**src/rtl/p10_nanov_serial_alu.sv**
```systemverilog
// Bit-serial ALU stage for the nanoV core.
// Operands arrive LSB-first, one bit per clock, over a 32-cycle run indexed
// by counter_o, which this block owns and drives to the register file.
// The block produces the serial rd stream with its write enable, end-of-run
// lt/eq flags, and an optional parallel copy of the result word.
module p10_nanov_serial_alu #(
    parameter bit EN_CAPTURE = 1'b1
) (
    input  logic        clk_i,
    input  logic        rst_i,
    input  logic        start_i,
    input  logic [2:0]  op_i,
    input  logic        data_rs1_i,
    input  logic        data_rs2_i,
    output logic        busy_o,
    output logic [4:0]  counter_o,
    output logic        data_rd_o,
    output logic        wr_en_o,
    output logic        done_o,
    output logic        lt_o,
    output logic        eq_o,
    output logic [31:0] result_o
);

    typedef enum logic [1:0] {
        S_IDLE = 2'd0,
        S_RUN  = 2'd1,
        S_DONE = 2'd2
    } state_e;

    typedef enum logic [2:0] {
        OP_ADD   = 3'b000,
        OP_SUB   = 3'b001,
        OP_AND   = 3'b010,
        OP_OR    = 3'b011,
        OP_XOR   = 3'b100,
        OP_SLT   = 3'b101,
        OP_SLTU  = 3'b110,
        OP_PASSB = 3'b111
    } op_e;

    // Ops that compute A + ~B + 1 through the serial adder.
    function automatic logic uses_sub(input op_e op);
        return (op == OP_SUB) || (op == OP_SLT) || (op == OP_SLTU);
    endfunction

    // Compare ops produce only a flag; the sequencer writes it back itself.
    function automatic logic is_cmp(input op_e op);
        return (op == OP_SLT) || (op == OP_SLTU);
    endfunction

    state_e     state_q,   state_d;
    logic [4:0] counter_q, counter_d;
    op_e        op_q,      op_d;
    logic       carry_q,   carry_d;
    logic       eq_acc_q,  eq_acc_d;
    logic       lt_q,      lt_d;
    logic       eq_q,      eq_d;

    logic running;
    logic last_bit;
    logic b_eff;
    logic sum;
    logic carry_out;
    logic data_rd_raw;
    logic lt_final;

    assign running   = (state_q == S_RUN);
    assign last_bit  = running && (counter_q == 5'd31);

    // Serial full adder; B is inverted for the subtract family.
    assign b_eff     = data_rs2_i ^ uses_sub(op_q);
    assign sum       = data_rs1_i ^ b_eff ^ carry_q;
    assign carry_out = (data_rs1_i & b_eff) | (data_rs1_i & carry_q) | (b_eff & carry_q);

    // Per-bit result before gating with the RUN state.
    always_comb begin
        data_rd_raw = 1'b0;
        case (op_q)
            OP_ADD, OP_SUB: data_rd_raw = sum;
            OP_AND:         data_rd_raw = data_rs1_i & data_rs2_i;
            OP_OR:          data_rd_raw = data_rs1_i | data_rs2_i;
            OP_XOR:         data_rd_raw = data_rs1_i ^ data_rs2_i;
            OP_PASSB:       data_rd_raw = data_rs2_i;
            default:        data_rd_raw = 1'b0;
        endcase
    end

    // Less-than flag from the sign bits and the final adder bit; meaningful only on bit 31.
    always_comb begin
        lt_final = 1'b0;
        case (op_q)
            // Unsigned A < B exactly when A + ~B + 1 produces no carry out.
            OP_SLTU: lt_final = ~carry_out;
            // Differing signs decide directly; equal signs cannot overflow, so the difference sign decides.
            OP_SLT:  lt_final = (data_rs1_i ^ data_rs2_i) ? data_rs1_i : sum;
            default: lt_final = 1'b0;
        endcase
    end

    // Next-state logic for the run sequencer, carry chain and end-of-run flags.
    // NOTE: every _d takes its _q value before any branch, so no path through this block can infer a latch.
    always_comb begin
        state_d   = state_q;
        counter_d = counter_q;
        op_d      = op_q;
        carry_d   = carry_q;
        eq_acc_d  = eq_acc_q;
        lt_d      = lt_q;
        eq_d      = eq_q;

        case (state_q)
            S_IDLE, S_DONE: begin
                counter_d = 5'd0;
                if (start_i) begin
                    state_d  = S_RUN;
                    op_d     = op_e'(op_i);
                    carry_d  = uses_sub(op_e'(op_i));
                    eq_acc_d = 1'b1;
                end else begin
                    state_d  = S_IDLE;
                end
            end

            S_RUN: begin
                carry_d  = carry_out;
                eq_acc_d = eq_acc_q & ~(data_rs1_i ^ data_rs2_i);
                if (last_bit) begin
                    state_d   = S_DONE;
                    counter_d = 5'd0;
                    lt_d      = lt_final;
                    eq_d      = eq_acc_q & ~(data_rs1_i ^ data_rs2_i);
                end else begin
                    counter_d = counter_q + 5'd1;
                end
            end

            default: begin
                state_d   = S_IDLE;
                counter_d = 5'd0;
            end
        endcase
    end

    // Sequencer, datapath and flag registers with synchronous reset.
    // NOTE: sequential state uses non-blocking assignments so every register samples pre-edge values.
    always_ff @(posedge clk_i) begin
        if (rst_i) begin
            state_q   <= S_IDLE;
            counter_q <= 5'd0;
            op_q      <= OP_ADD;
            carry_q   <= 1'b0;
            eq_acc_q  <= 1'b0;
            lt_q      <= 1'b0;
            eq_q      <= 1'b0;
        end else begin
            state_q   <= state_d;
            counter_q <= counter_d;
            op_q      <= op_d;
            carry_q   <= carry_d;
            eq_acc_q  <= eq_acc_d;
            lt_q      <= lt_d;
            eq_q      <= eq_d;
        end
    end

    generate
        if (EN_CAPTURE) begin : g_capture
            logic [31:0] result_q, result_d;

            // Shift each result bit in from the top so bit 0 lands in result[0] after 32 shifts.
            always_comb begin
                result_d = result_q;
                if (running) begin
                    result_d = {data_rd_raw, result_q[31:1]};
                    if (last_bit && is_cmp(op_q)) begin
                        result_d = {31'd0, lt_final};
                    end
                end
            end

            // Parallel result register; holds its value outside RUN.
            always_ff @(posedge clk_i) begin
                if (rst_i) begin
                    result_q <= 32'd0;
                end else begin
                    result_q <= result_d;
                end
            end

            assign result_o = result_q;
        end else begin : g_no_capture
            assign result_o = 32'd0;
        end
    endgenerate

    assign busy_o    = running;
    assign counter_o = counter_q;
    assign data_rd_o = running & data_rd_raw;
    assign wr_en_o   = running & ~is_cmp(op_q);
    assign done_o    = (state_q == S_DONE);
    assign lt_o      = lt_q;
    assign eq_o      = eq_q;

endmodule

```
**config.mk**
```make
export PLATFORM = sky130hd
export DESIGN_NAME = p10_nanov_serial_alu
export DESIGN_NICKNAME = d
export VERILOG_FILES = /design/src/rtl/p10_nanov_serial_alu.sv
export SDC_FILE = /design/constraint.sdc
export NUM_CORES = 1
export LEC_CHECK = 0
export CELL_PAD_IN_SITES_DETAIL_PLACEMENT = 1
export CELL_PAD_IN_SITES_GLOBAL_PLACEMENT = 1
export CORE_UTILIZATION = 39
export DETAILED_ROUTE_END_ITERATION = 10
export PLACE_DENSITY = 0.84
export SETUP_SLACK_MARGIN = 0.5
export SYNTH_ARGS = -nofsm -noshare
export SYNTH_HDL_FRONTEND = slang
export SYNTH_SLANG_ARGS = --single-unit
export TNS_END_PERCENT = 30
```
**constraint.sdc**
```tcl
create_clock -name clk_i -period 4.94 [get_ports clk_i]
set_input_delay 0.988 -clock clk_i [delete_from_list [all_inputs] [get_ports clk_i]]
set_output_delay 0.988 -clock clk_i [all_outputs]
set_load 0.01 [all_outputs]
```
==> flow_metrics.tcl <==
set metrics [dict create \
    run_status "finished clean" \
    hp-class "reg2reg" \
    cts_sinks 46 \
    finalWorstSetupSlack_ps 833 \
    synth-main-ff-cell "dfxtp_1" \
    yosys.area.top_type "dfxtp_1" \
    synthMuxAreaShare_pct 2.05 \
    syn_to_final_growth_pct 29.8 \
    setup_viol 0 \
    synth_xor_area_share_pct 2.76 \
    post_cts_resized 0 \
    post_drt_wl_per_cell_um 14.0 \
    grt_max_degree 41 \
    post-route-period-util_pct 83.1 \
    r2r_end "result_o[0]" \
    grt_pass1_vias 1510 \
    grt_use_met3_pct 4.42 \
    cp-end-kind "output port" \
    clock-root-buffer "clkbuf_8" \
    n_antenna_cell 0 \
    r2r_start "op_q[0]" \
    std_cell_rows 25 \
    pin_count 51 \
    drtIter0Drc 76 \
    syn_area_per_cell_sq_um 9.47 \
    drv_slew 0 \
    core-area_sq_um 4750 \
    globalRouteMet2Util_pct 28.7 \
    drv_cap 0 \
    cts.reportedPaths.clkPinSlew_ps 80 \
    grt_usage_pct 17.6 \
    synth_fp_nets 219 \
    antenna_found_initial 0 \
    start_util_pct 41.0 \
    h-tree-depth 2 \
    ff2ff_path_depth 7 \
    holdBufCountCts 0 \
    synth_top_area_share_pct 47.2 \
    worst_setup_path_start_kind "primary input" \
    hold_depth 1 \
    place_ws_ps 820 \
    synth_top_family_by_area "simple AND/OR/NAND/NOR gates" \
    cts_tree "built" \
    final_nets 263 \
    cts_setup_buffers 0 \
    overflow 0 \
    portBuffers 50 \
    clockBufferDepth 2 \
    yosysWarnings 0 \
    die_h_um 72.7 \
    routed_wl_um 4460 \
    tns_ps 0 \
    num_vias 1610 \
    rrSetupSlack_ps 2640 \
    use_met1_pct 22.7 \
    route.detailed.drc 0 \
    relSlewSlack_pct 54.6 \
    leakage_nw 0.892 \
    power_density_nw_per_um2 280 \
    ys_seq_elements 46 \
    worstSetupPathType "in2out" \
    synth-adder-area-share_pct 3.59 \
    firstDrtPassIters 4 \
    gp_congestion 0.736 \
    top_usage_layer "met2" \
    ys_top_cells_by_count "dfxtp_1 (46), nor2_1 (35), a22oi_1 (23)" \
    crit_arrival_ps 3120 \
    vias_per_cell 5.06 \
    finClkSkew_ps 7.54 \
    worstHoldStart "counter_o[0]" \
    grt_pass1_wl_um 7170 \
    synth_cell_types 40 \
    cts_made_buffers 5 \
    clk_latency_ps 300 \
    timing.fmax_ghz 0.243 \
    dieArea_sq_um 5290 \
    layout_min_cycle_time_ps 4110 \
    yosysMostFrequentCell "dfxtp_1" \
    syn_inst 206 \
    crit_path_max_fanout 4 \
    yosys.area_share.simple_pct 18.9 \
    holdPathEnd "counter_o[0]" \
    drive_above_1_share_pct 9.16 \
    worst_slew_pin_slew_ps 681 \
    crit_required_ps 3950 \
    dpl.hpwl_um 3090 \
    synth_area_leaders "dfxtp_1 (47%), a22oi_1 (8.9%), nor2_1 (6.7%), nand2_1 (3.7%), a21oi_2 (3.1%)" \
    synth_edf_count 0 \
    yosysSeqAreaShare_pct 47.2 \
    startpoint "data_rs2_i" \
    synth_compound_area_share_pct 18.8 \
    instances_no_fill 318 \
    syn_area_sq_um 1950 \
    rsz0062_at_grt "false" \
    dp_cells 310 \
    ant_nets 0 \
    ys_async_sr_fraction_pct 0 \
    die_w_um 72.7 \
    hold_viol 0 \
    irDropWorstVdd_mv 0.166 \
]
report_power, final:
part,switching (mW),internal (mW),total (mW)
Combinational,0.0559,0.0383,0.0942
Sequential,0.0106,0.378,0.389
Clock,0.126,0.100,0.226
Total,0.193,0.516,0.709
logic make-up (layout without fill, tap and decap cells):
kind of cell | after synthesis | in the layout
compound gates | 46 | 46
xor+xnor | 4 | 4
fa+ha+maj | 5 | 5
buf+inv | 22 | 67
flops | 46 | 46
mux | 4 | 4
simple gates | 79 | 79
per-stage QoR:
stage / hold WS [ps] / utilization, % / power, mW / cell area [sq um]
floorplan: 460 / - / 0.466 / 1950
global placement: 450 / 51.4 / 0.490 / 2450
detailed placement: 462 / 51.4 / 0.493 / 2450
CTS: 481 / 53.3 / 0.716 / 2530
global route: 495 / 53.3 / 0.739 / 2530
finish: 471 / 53.3 / 0.709 / 2530
registers in the layout, indices dropped and copies added (netlist names):
name and flops:
result_o 32, counter_o 5, op_q 3, state_q 2
carry_q 1, eq_acc_q 1, eq_o 1, lt_o 1
cell type report:
type	instances	area, sq um
flip-flops and latches	46	921
clock inverters	2	13.8
multi-input cells	138	900
inverters	7	26.3
repair buffers	52	515
well taps	67	83.8
fillers	556	2220
clock buffers	6	72.6
how the worst max path moves through the flow:
stage               slack [ps]  depth (start not counted)        end
finish                     830                          7  data_rd_o
global route               730                          7  data_rd_o
CTS                        810                          7  data_rd_o
detailed placement         820                          7  data_rd_o
global placement           860                          7  data_rd_o
floorplan                 2010                          5  data_rd_o
metal layers:
layer	vias to the layer above	part of all wire [%]
li1	795	-
met1	773	47
met2	36	47
met3	6	4.7
met4	0	1.5
met5	-	0
layout by cell type (no fill, tap or decap), drive strengths merged, types with 3 or more instances in the layout:
master / n
mux2i: 4
clkdlybuf4s50: 50
nor2b: 5
inv: 7
nand2: 19
nand3: 4
a21oi: 12
nor3: 3
ha: 4
dfxtp: 46
nor2: 35
clkbuf: 6
a22oi: 23
nand2b: 3
worst max-delay path, cell delays in order:
cell and delay (ps):
clkdlybuf4s50_1 480, xnor2_1 230, fa_1 450, a32oi_1 180
nand3_1 160, inv_1 100, clkdlybuf4s50_1 530
No activity file was read; power rests on OpenSTA's default activity.
